## src/rtl/psum_accumulator.sv

```systemverilog
// psum_accumulator
//   Accumulates a programmable number of 8-bit signed partial sums from the
//   8-lane dot-product PE into one output neuron value. A bias is added on the
//   first beat of each frame. The total is clamped to [-127, +127] and one
//   valid pulse is emitted per frame.
//
//   Optional build macro: PSUM_RELU_EN. When it is defined, a ReLU follows the
//   saturation stage, so negative results are output as 0x00. o_sat still
//   reports clamping that happens before the ReLU.
//
// Ports
//   clk      : clock
//   rst      : asynchronous, active-high reset
//   i_len    : partial sums per frame (0 is treated as 1); sampled on first beat
//   i_bias   : signed bias; sampled on first beat
//   i_psum   : signed partial sum from the dot PE
//   i_psum_v : partial sum valid; every valid beat is consumed
//   o_data   : signed saturated frame result; holds until the next completion
//   o_data_v : one-cycle pulse, one cycle after the last beat of a frame
//   o_busy   : high while a frame is in progress (state ACC)
//   o_sat    : sticky; set on any output clamp since reset
module psum_accumulator #(
    parameter int CNT_W = 8,
    parameter int ACC_W = 18
) (
    input  logic             clk,
    input  logic             rst,
    input  logic [CNT_W-1:0] i_len,
    input  logic [7:0]       i_bias,
    input  logic [7:0]       i_psum,
    input  logic             i_psum_v,
    output logic [7:0]       o_data,
    output logic             o_data_v,
    output logic             o_busy,
    output logic             o_sat
);

    typedef enum logic [0:0] {
        IDLE = 1'b0,
        ACC  = 1'b1
    } state_t;

    localparam logic signed [ACC_W-1:0] SAT_MAX = ACC_W'(32'sd127);
    localparam logic signed [ACC_W-1:0] SAT_MIN = -SAT_MAX;
    localparam logic [CNT_W-1:0]        CNT_ONE = CNT_W'(32'd1);
    localparam logic [CNT_W-1:0]        CNT_ZERO = CNT_W'(32'd0);

    // Sign-extend an 8-bit value to the accumulator width.
    function automatic logic signed [ACC_W-1:0] sext8(input logic [7:0] v);
        return {{(ACC_W-8){v[7]}}, v};
    endfunction

    // Symmetric clamp to [-127, +127]. Bit 8 of the result flags a clamp.
    function automatic logic [8:0] sat8(input logic signed [ACC_W-1:0] v);
        logic [8:0] r;
        if (v > SAT_MAX) begin
            r = {1'b1, 8'h7F};
        end else if (v < SAT_MIN) begin
            r = {1'b1, 8'h81};
        end else begin
            r = {1'b0, v[7:0]};
        end
        return r;
    endfunction

    state_t                  state_q, state_d;
    logic signed [ACC_W-1:0] acc_q, acc_d;
    logic [CNT_W-1:0]        cnt_q, cnt_d;
    logic [CNT_W-1:0]        len_q, len_d;
    logic [7:0]              data_q, data_d;
    logic                    data_v_q, data_v_d;
    logic                    sat_q, sat_d;
    logic                    done_s;
    logic [8:0]              sat_res_s;
    logic [7:0]              out_val_s;

    // State register and all datapath / output flops.
    always_ff @(posedge clk or posedge rst) begin
        if (rst) begin
            state_q  <= IDLE;
            acc_q    <= '0;
            cnt_q    <= '0;
            len_q    <= '0;
            data_q   <= 8'h00;
            data_v_q <= 1'b0;
            sat_q    <= 1'b0;
        end else begin
            state_q  <= state_d;
            acc_q    <= acc_d;
            cnt_q    <= cnt_d;
            len_q    <= len_d;
            data_q   <= data_d;
            data_v_q <= data_v_d;
            sat_q    <= sat_d;
        end
    end

    // Next-state and accumulation: the first beat of a frame seeds the
    // accumulator with bias + psum. Later beats add to it. done_s marks the
    // beat that completes the frame.
    always_comb begin
        state_d = state_q;
        acc_d   = acc_q;
        cnt_d   = cnt_q;
        len_d   = len_q;
        done_s  = 1'b0;
        case (state_q)
            IDLE: begin
                if (i_psum_v) begin
                    len_d = (i_len == CNT_ZERO) ? CNT_ONE : i_len;
                    acc_d = sext8(i_bias) + sext8(i_psum);
                    cnt_d = CNT_ONE;
                    if (len_d == CNT_ONE) begin
                        done_s  = 1'b1;
                        state_d = IDLE;
                    end else begin
                        state_d = ACC;
                    end
                end else begin
                    state_d = IDLE;
                end
            end
            ACC: begin
                if (i_psum_v) begin
                    acc_d = acc_q + sext8(i_psum);
                    cnt_d = cnt_q + CNT_ONE;
                    if (cnt_d == len_q) begin
                        done_s  = 1'b1;
                        state_d = IDLE;
                    end else begin
                        state_d = ACC;
                    end
                end else begin
                    state_d = ACC;
                end
            end
            default: begin
                state_d = IDLE;
            end
        endcase
    end

    // Output stage: saturate the final accumulator value on the completing
    // beat, so the result is registered exactly one cycle after that beat.
    always_comb begin
        sat_res_s = sat8(acc_d);
`ifdef PSUM_RELU_EN
        if (sat_res_s[7]) begin
            out_val_s = 8'h00;
        end else begin
            out_val_s = sat_res_s[7:0];
        end
`else
        out_val_s = sat_res_s[7:0];
`endif
        data_v_d = done_s;
        if (done_s) begin
            data_d = out_val_s;
            sat_d  = sat_q | sat_res_s[8];
        end else begin
            data_d = data_q;
            sat_d  = sat_q;
        end
    end

    assign o_data   = data_q;
    assign o_data_v = data_v_q;
    assign o_busy   = (state_q == ACC);
    assign o_sat    = sat_q;

endmodule

```

## config.mk

```make
export PLATFORM = sky130hd
export DESIGN_NAME = psum_accumulator
export DESIGN_NICKNAME = d
export VERILOG_FILES = /design/src/rtl/psum_accumulator.sv
export SDC_FILE = /design/constraint.sdc
export NUM_CORES = 1
export LEC_CHECK = 0
export CORE_MARGIN = 4
export CORE_UTILIZATION = 55
export CTS_CLUSTER_SIZE = 12
export DETAILED_ROUTE_END_ITERATION = 12
export PLACE_DENSITY = 0.78
export RECOVER_POWER = 50
export SLEW_MARGIN = 20
export SYNTH_ARGS = -nofsm -noshare
export SYNTH_HDL_FRONTEND = slang
export SYNTH_SLANG_ARGS = --single-unit
```

## constraint.sdc

```tcl
create_clock -name clk -period 6.64 [get_ports clk]
set_input_delay 1.328 -clock clk [delete_from_list [all_inputs] [get_ports clk]]
set_output_delay 1.328 -clock clk [all_outputs]
set_load 0.05 [all_outputs]
```

== Yosys cells after proc, flatten, opt, wreduce, memory -nomap -nowiden ==
Cells that the tools add are included.
Operators by class
  $add $sub $neg: 3
  $lt $le $gt $ge: 2
  equal/unequal tests: 4
  multiplexer cells: 19
  bitwise logic cells: 2
  reductions and logical operators: 3
Operators with widths (count)
  18-bit 2-to-1 mux: 2
  18-bit case mux with 2 select lines: 1
  8-bit 2-to-1 mux: 3
  18-bit by 8-bit adder with 18-bit output: 1
  18-bit by 8-bit greater-than comparator with 1-bit output, second input constant: 1
  18-bit by 8-bit < comparator with 1-bit output, second input constant: 1
  9-bit 2-to-1 mux: 2
  8-bit case mux with 2 select lines: 1
  8-bit by 8-bit adder with 9-bit output: 1
  8-bit by 1-bit adder with 8-bit output, second input constant: 1
  8-bit by 1-bit == test with 1-bit output, second input constant: 1
  8-bit == test: 1
  8-bit zero test: 1
  1-bit 2-to-1 mux: 8
  2-bit inequality test, second input constant: 2
  1-bit case mux with 2 select lines: 2
  2-bit AND reduction: 2
  1-bit inverter: 1
  1-bit OR: 1
Word-level totals
  bits in registers: 45
  logic and storage cells: 40

== Longest topological paths before layout ==
Gate-level depths: netlist of the first run.
  depth in word-level cells: 7
  mapped depth: 13
  gate-level depth less buffers: 12

== Worst setup path before layout of the first run ==
No wires, ideal clock.
  path kind: input to register
  from: input i_bias[0]
  to: register data_q[0] (netlist: o_data[0])
  arrival: 3.886 ns
  setup slack: 2.618 ns
  stages on the path: 10
  path buffers: 1
  cells stage by stage: ha_1 fa_1 a211oi_1 o211ai_1 a31oi_1 clkbuf_1 nor3_1 nor4_1 nor4b_1 o22ai_1
Between the ends
  cells in the longest elaborated chain, start to end: 6
  elaborated cells on any way between the ends: 7
  classes of those cells: add/sub: 1; order compare: 2; mux: 4
Ends and longest elaborated chain
  start: declaration: RTL line 29  | input logic [7:0] i_bias,
  8-bit by 8-bit adder with 9-bit output (*): RTL line 111  | acc_d = sext8(i_bias) + sext8(i_psum);
  18-bit 2-to-1 mux (*): RTL line 109  | if (i_psum_v) begin
  18-bit case mux with 2 select lines (*): RTL line 107  | case (state_q)
  18-bit by 8-bit < comparator with 1-bit output: RTL line 58  | end else if (v < SAT_MIN) begin
  9-bit 2-to-1 mux: RTL line 58
  9-bit 2-to-1 mux (*): RTL line 56  | if (v > SAT_MAX) begin
  end signal: assignment: RTL line 92  | data_q <= data_d;
  end: declaration: RTL line 70  | logic [7:0] data_q, data_d;
Every way passes the cells marked *; elsewhere a longest branch is shown, timed or not.
A chain may end at the register's enable or synchronous reset.

== Worst setup path after layout of the first run ==
  from: input i_psum_v
  to: register data_q[0] (netlist: o_data[0])
Between the ends
  cells in the longest elaborated chain, start to end: 5
  elaborated cells on any way between the ends: 10
  classes of those cells: order compare: 2; mux: 8
Ends and longest elaborated chain
  start: declaration: RTL line 31  | input logic i_psum_v,
  18-bit 2-to-1 mux, on equally long branches: RTL line 124, 109
  18-bit case mux with 2 select lines (*): RTL line 107
  via acc_d[16]: RTL line 67  | logic signed [ACC_W-1:0] acc_q, acc_d;
  18-bit by 8-bit < comparator with 1-bit output: RTL line 58
  9-bit 2-to-1 mux: RTL line 58
  9-bit 2-to-1 mux (*): RTL line 56
The timed path passes the listed nets; every way through them passes the cells marked *.

==> metrics, run 1 <==
Util after Layout=65.1%; antenna-violating nets left=0; root buffer cell=clkbuf_8; number of antenna violations at the first check in global routing=0; worst r2r src=acc_q[0]; Power Total=1.87 mW; Max H-tree Level=2; Most used DFF post-synth=dfrtp_1; Final period util=77.0%; # Post-CTS Setup Buffers=0; EDFF count, synth=0; First DRT Iteration DRCs=317; Rows=29; buffers added on ports=37; clock buffer depth=2; # fillers=572; Reg area=0.00113 mm²; WL/cell=17.9 µm; drt first pass iters=5; Die W=89.5 µm; Reg2Reg Capture Point=o_data[0]; Async SR Flop Fraction=100%; GRT Overall Usage=26.8%; Synth Register Bits=45; crit path from=i_psum_v; YS warnings=0; crit end category=flop; final WL=9.94 mm; Syn Std Cell Area=0.00365 mm²; crit path max fanout=21; Fin. Hold Viols=0; Setup CP Type=in2reg; clock buffer count from CTS=5; register-to-register setup slack=2890 ps; largest net degree at the start of global routing=46; first-pass GRT wire length=16.8 mm; fmax=0.196 GHz; dpl hpwl=7.50 mm; Pleak=1.73 nW; total number of vias=3,617; Hold Crit Depth=2; WP data arrival=5280 ps; gate count after technology mapping=445; chip height=89.5 µm; RSZ-0062 raised after global routing=no; register area share after synthesis=30.8%; Setup Skew=9.90 ps; DRC viols=0; # Max-Cap Violations=1; Area Overhead vs Synth=13.8%; Clock transition at path regs=90 ps; vias per inst=6.52; mean post-synth cell area=8.21 µm²; min Tclk post-route=5110 ps; vias in the first global route=3,439; Netlist cell types=63; Setup crit start kind=input port; share of layout cells above drive strength 1=5.65%; Pwr Density=451 mW/mm²; total congestion overflow=0; Pins Over Slew Limit=46; area of the multi-input gates=0.00240 mm²; Hold Path Origin=len_q[3]; final setup vio count=0; clk_lat worst skew=310 ps; worst vdd ir=0.278 mV; measured slew at the worst slew-check pin=2420 ps; critical path's largest stage delay=1140 ps; Core Footprint=0.00639 mm²; cts hold-fix bufs=0; Initial Util=57.2%; Hold Path Sink=len_q[3]; worst reg2reg path depth=12; # IOs=38; failing checks=max-capacitance violations, max-slew violations; Crit-path slowest cell=dlygate4sd3_1; Critical Path, Cell by Cell=dlygate4sd3_1 -> nand2_1 -> a31oi_1 -> a21oi_1 -> a211oi_2 -> a21boi_2 -> nand4_1 -> nor4b_1 -> o22ai_1; clock sinks=45; Die ar.=0.00801 mm²; post-CTS sizing=0; Hold Path Class=reg2reg; run status=finished with violations; CTS tree=done; required time worst endpoint=6810 ps; GPL Wtd Cong=0.979; Slew Limit Headroom=-61.5%; setup TNS=0 ps; Final nets=532; Post-Syn Nets=500; n_diodes=0
==> worst max path at each step <==
stage | slack (ps) | to
6_report | 1530 | o_data[0]
5_1_grt | 1210 | o_data[0]
4_1_cts | 1570 | o_data[0]
3_5_place_dp | 1240 | o_data[0]
3_3_place_gp | 1440 | o_data[0]
2_1_floorplan | 2620 | o_data[0]
==> routing by layer <==
layer	GRT usage (%)	routed length, µm	vias up	share of wire (%)
li1	-	-	1733	-
met5	0	0	-	0
met4	6.77	154	0	1.5
met3	3.41	683	19	6.9
met2	42.4	4600	161	46
met1	39.1	4500	1704	45
==> synthesized netlist by cell type (3+ instances only) <==
library cell	count	area share, %
and3_1	5	0.86
ha_1	26	8.9
nand2_1	60	6.2
a21oi_1	32	4.4
o21ai_0	42	5.8
and4_1	3	0.72
nand3_1	16	2.2
o211ai_1	5	1.0
nor2_1	28	2.9
or2_2	3	0.51
nor4b_1	4	0.96
nor4_1	7	1.2
clkbuf_1	6	0.62
dfrtp_1	45	31
nor3_1	16	2.2
nand2b_1	4	0.69
nor2b_1	5	0.86
buf_2	9	1.2
xnor2_1	9	2.2
o31ai_1	4	0.82
mux2i_1	3	0.82
o21bai_1	3	0.62
xor2_1	9	2.2
or3_1	9	1.5
or4_1	4	0.82
and2_1	3	0.51
nand4_1	7	1.2
nor3b_1	4	0.82
a22oi_1	7	1.4
a31oi_1	4	0.69
o22ai_1	5	0.86
inv_1	11	1.1
a21o_1	3	0.62
a211oi_1	6	1.2
==> per-stage QoR <==
step | hold slack [ps] | cell area [µm²] | instances | worst slack [ps]
after floorplan | 458 | 3650 | 445 | 2620
after global placement | 476 | 4070 | 547 | 1440
after detailed placement | 482 | 4070 | 547 | 1240
after CTS | 505 | 4160 | 555 | 1570
after global routing | 523 | 4160 | 555 | 1210
final | 501 | 4160 | 555 | 1530
==> critical path, delay by kind of cell <==
family	cells	cell delay, ps
AND/OR/NAND/NOR	3	1110
AO/OA/AOI/OAI	5	1680
buffers and inverters	1	1140
==> cells in the final DEF, fill, tap and decap left out, drive strengths merged, types with 4 or more instances in the layout <==
master          n
o211ai          5
o31ai           5
o21ai          42
and3            5
clkbuf          6
nand2b          4
a211oi          8
clkinv          4
dlygate4sd3     6
or4             5
nor3           16
nand2          60
a31oi           5
a22oi           7
or3             9
a21oi          35
inv            11
xnor2           9
nor2           28
nor4            7
dfrtp          45
nand3          16
nor3b           4
nand4           8
clkdlybuf4s50  31
nor4b           4
o22ai           5
ha             26
xor2            9
nor2b           5
==> cell type report <==
| cell class | instances | area share [%] |
|---|---|---|
| Clock inverter | 3 | 0.512 |
| Multi-Input combinational cell | 371 | 57.7 |
| Clock buffer | 5 | 1.66 |
| Timing Repair Buffer | 41 | 9.54 |
| Inverter | 13 | 1.17 |
| Tap cell | 77 | 2.32 |
| Sequential cell | 45 | 27.1 |
==> registers in the layout (all words and copies together) (netlist names) <==
signal	count
o_data	8
len_q	8
o_sat	1
cnt_q	8
o_busy	1
acc_q	18
o_data_v	1
==> cell families after synthesis <==
logic type / after synthesis / share of synthesized area, %
multiplexers: 4 / 1.13
AND/OR/NAND/NOR: 182 / 25.2
adder cells (fa/ha/maj): 28 / 10.0
buffers and inverters: 29 / 3.49
AO/OA/AOI/OAI: 139 / 25.0
XOR/XNOR: 18 / 4.32
flip-flops: 45 / 30.8
==> power by group <==
group	internal [mW]	total [mW]	switching [mW]	leakage (nW)
clock network	0.0748	0.175	0.101	0.0445
registers	0.399	0.517	0.118	0.554
logic	0.461	1.18	0.722	1.13
Power figures use the tool's default switching activity.
==> run 2, diff against run 1 <==
==> constraint.sdc (replaced) <==
create_clock -name clk -period 4.8 [get_ports clk]
set_input_delay 0.96 -clock clk [delete_from_list [all_inputs] [get_ports clk]]
set_output_delay 0.96 -clock clk [all_outputs]
set_load 0.05 [all_outputs]
==> run 2 against run 1 <==
  * The flow still finishes with violations (max-capacitance violations, max-slew violations)
  * Global-route usage fell by 0.57 points
  * Via count grew 0.94%
  * Largest power group unchanged
  * Flip-flop and latch count is the same
  * Sequential power increased by 38%
  * Clock power increased by 49%
  * Critical endpoint is now o_data[7]
  * Critical path type unchanged
  * First-iteration DRC count grew 4.7%
  * Clock-buffer cell count increased by 1
  * Hold slack is essentially flat
==> metrics, run 2 (synthesized netlist as in run 1, its figures left out) <==
min Tclk post-route=4300 ps; crit end category=flop; Initial Util=57.2% (unchanged); drt first pass iters=5 (unchanged); required time worst endpoint=5000 ps (-1810 ps); WL/cell=17.9 µm (-0.33%); worst setup margin=496 ps (-1030 ps); crit path max fanout=9 (-57%); clock sinks=45 (unchanged); Slew Limit Headroom=-64.1% (-2.6 points); final setup vio count=0 (unchanged); number of flip-flops in the largest register=18 (unchanged); first-pass GRT wire length=16.3 mm (-3.0%); fmax=0.232 GHz; setup TNS=0 ps (unchanged); chip height=89.5 µm (unchanged); Setup crit start kind=input port; Setup CP Type=in2reg; Die W=89.5 µm (unchanged); run status=finished with violations; Finished Layout Cells=561 (+1.1%); # Post-CTS Setup Buffers=0 (unchanged); # Max-Cap Violations=1 (unchanged); Pins Over Slew Limit=46 (unchanged); critical path's largest stage delay=660 ps (-480 ps); vias per inst=6.51 (-0.14%); worst vdd ir=0.495 mV (+78%); First DRT Iteration DRCs=332 (+4.7%); Pwr Density=629 mW/mm² (+40%); most frequent cells in the layout=nand2_1, dfrtp_1, o21ai_0; DRC viols=0 (unchanged); WP data arrival=4500 ps (-780 ps); # fillers=560 (-2.1%); GPL Wtd Cong=0.966 (-1.3%); Setup Skew=6.08 ps (-3.82 ps); # placed instances=553 (+1.1%); Final nets=538 (+1.1%); post-CTS sizing=0 (unchanged); clock buffer depth=2 (unchanged); largest net degree at the start of global routing=46 (unchanged); final WL=10.0 mm (+0.74%); Fin. Hold Viols=0 (unchanged); Util after Layout=65.9% (+0.78 points); commonest non-fill, non-tap cell in the layout=nand2_1; number of antenna violations at the first check in global routing=0 (unchanged); Reg with most FFs=acc_q; Power Total=2.65 mW (+41%); worst slack, placed=212 ps (-1020 ps); cts hold-fix bufs=0 (unchanged); buffers added on ports=37 (unchanged); Area Overhead vs Synth=15.2%; Critical Path, Cell by Cell=clkdlybuf4s50_1 -> ha_1 -> a21oi_4 -> a21oi_1 -> or4_4 -> o2111a_1 -> a211oi_2 -> nor3_1 -> a41oi_1 -> a21oi_1 -> o31a_1; CTS tree=done; Max H-tree Level=2 (unchanged); share of layout cells above drive strength 1=6.61% (+0.96 points); root buffer cell=clkbuf_8; RSZ-0062 raised after global routing=no; Rows=29 (unchanged); # IOs=38 (unchanged); vias in the first global route=3,413 (-0.76%); n_diodes=0 (unchanged); Reg area=0.00113 mm² (unchanged); Hold Path Class=reg2reg; Clock transition at path regs=90 ps (about the same); Core Footprint=0.00639 mm² (unchanged); antenna-violating nets left=0 (unchanged); Crit-path slowest cell=clkdlybuf4s50_1; total number of vias=3,651 (+0.94%); measured slew at the worst slew-check pin=2460 ps (+38.9 ps); GRT Overall Usage=26.3% (-0.57 points); area of the multi-input gates=0.00240 mm² (unchanged); total congestion overflow=0 (unchanged); Final period util=89.7%; Crit path top cell by count=a21oi_1; failing checks=max-capacitance violations, max-slew violations; clock buffer count from CTS=5 (unchanged); clk_lat worst skew=300 ps (about the same); Die ar.=0.00801 mm² (unchanged); Pleak=1.75 nW (+1.2%); dpl hpwl=7.55 mm (+0.77%)
## run 2: report_power, final
| part | internal [mW] | switching, mW | total (mW) |
|---|---|---|---|
| registers | 0.551 | 0.162 | 0.713 |
| logic | 0.661 | 1.01 | 1.67 |
| clock network | 0.119 | 0.143 | 0.261 |
| total | 1.33 | 1.32 | 2.65 |
## run 2: worst max-delay path: cells and delay by family
kind | cells | cell delay (ps)
compound gates | 7 | 1710
fa+ha+maj | 1 | 570
buf+inv | 1 | 660
simple gates | 2 | 600
## run 2: cell type report
cell class              instances  area share, %
inverters                      13           1.16
multi-input cells             371           57.0
clock buffers                   6           1.96
clock inverters                 2          0.387
well taps                      77           2.29
repair buffers                 47           10.4
flip-flops and latches         45           26.8
## run 2: final timing paths
check | start | endpoint | slack, ps | cells past startpoint
max | i_psum[7] | o_data[7] | 500 | 11
min | len_q[0] | len_q[0] | 500 | 2
max reg2reg | acc_q[0] | o_data[0] | 1380 | 12
min reg2reg | len_q[0] | len_q[0] | 500 | 2
max in group asynchronous | rst | acc_q[15] | 1400 | 3
min in group asynchronous | rst | len_q[4] | 2010 | 3
## run 2: per-stage QoR
step | hold slack (ps) | instance area [µm²]
2_1_floorplan | 458 | 3650
3_5_place_dp | 483 | 4120
5_1_grt | 523 | 4210
6_report | 501 | 4210
4_1_cts | 505 | 4210
3_3_place_gp | 475 | 4120
## run 2: layer usage
layer	vias up	wire length, µm	GRT usage (%)
li1	1748	-	-
met1	1733	4650	38.4
met2	147	4490	38.9
met3	23	657	4.06
met4	0	211	10.4
met5	-	0	0
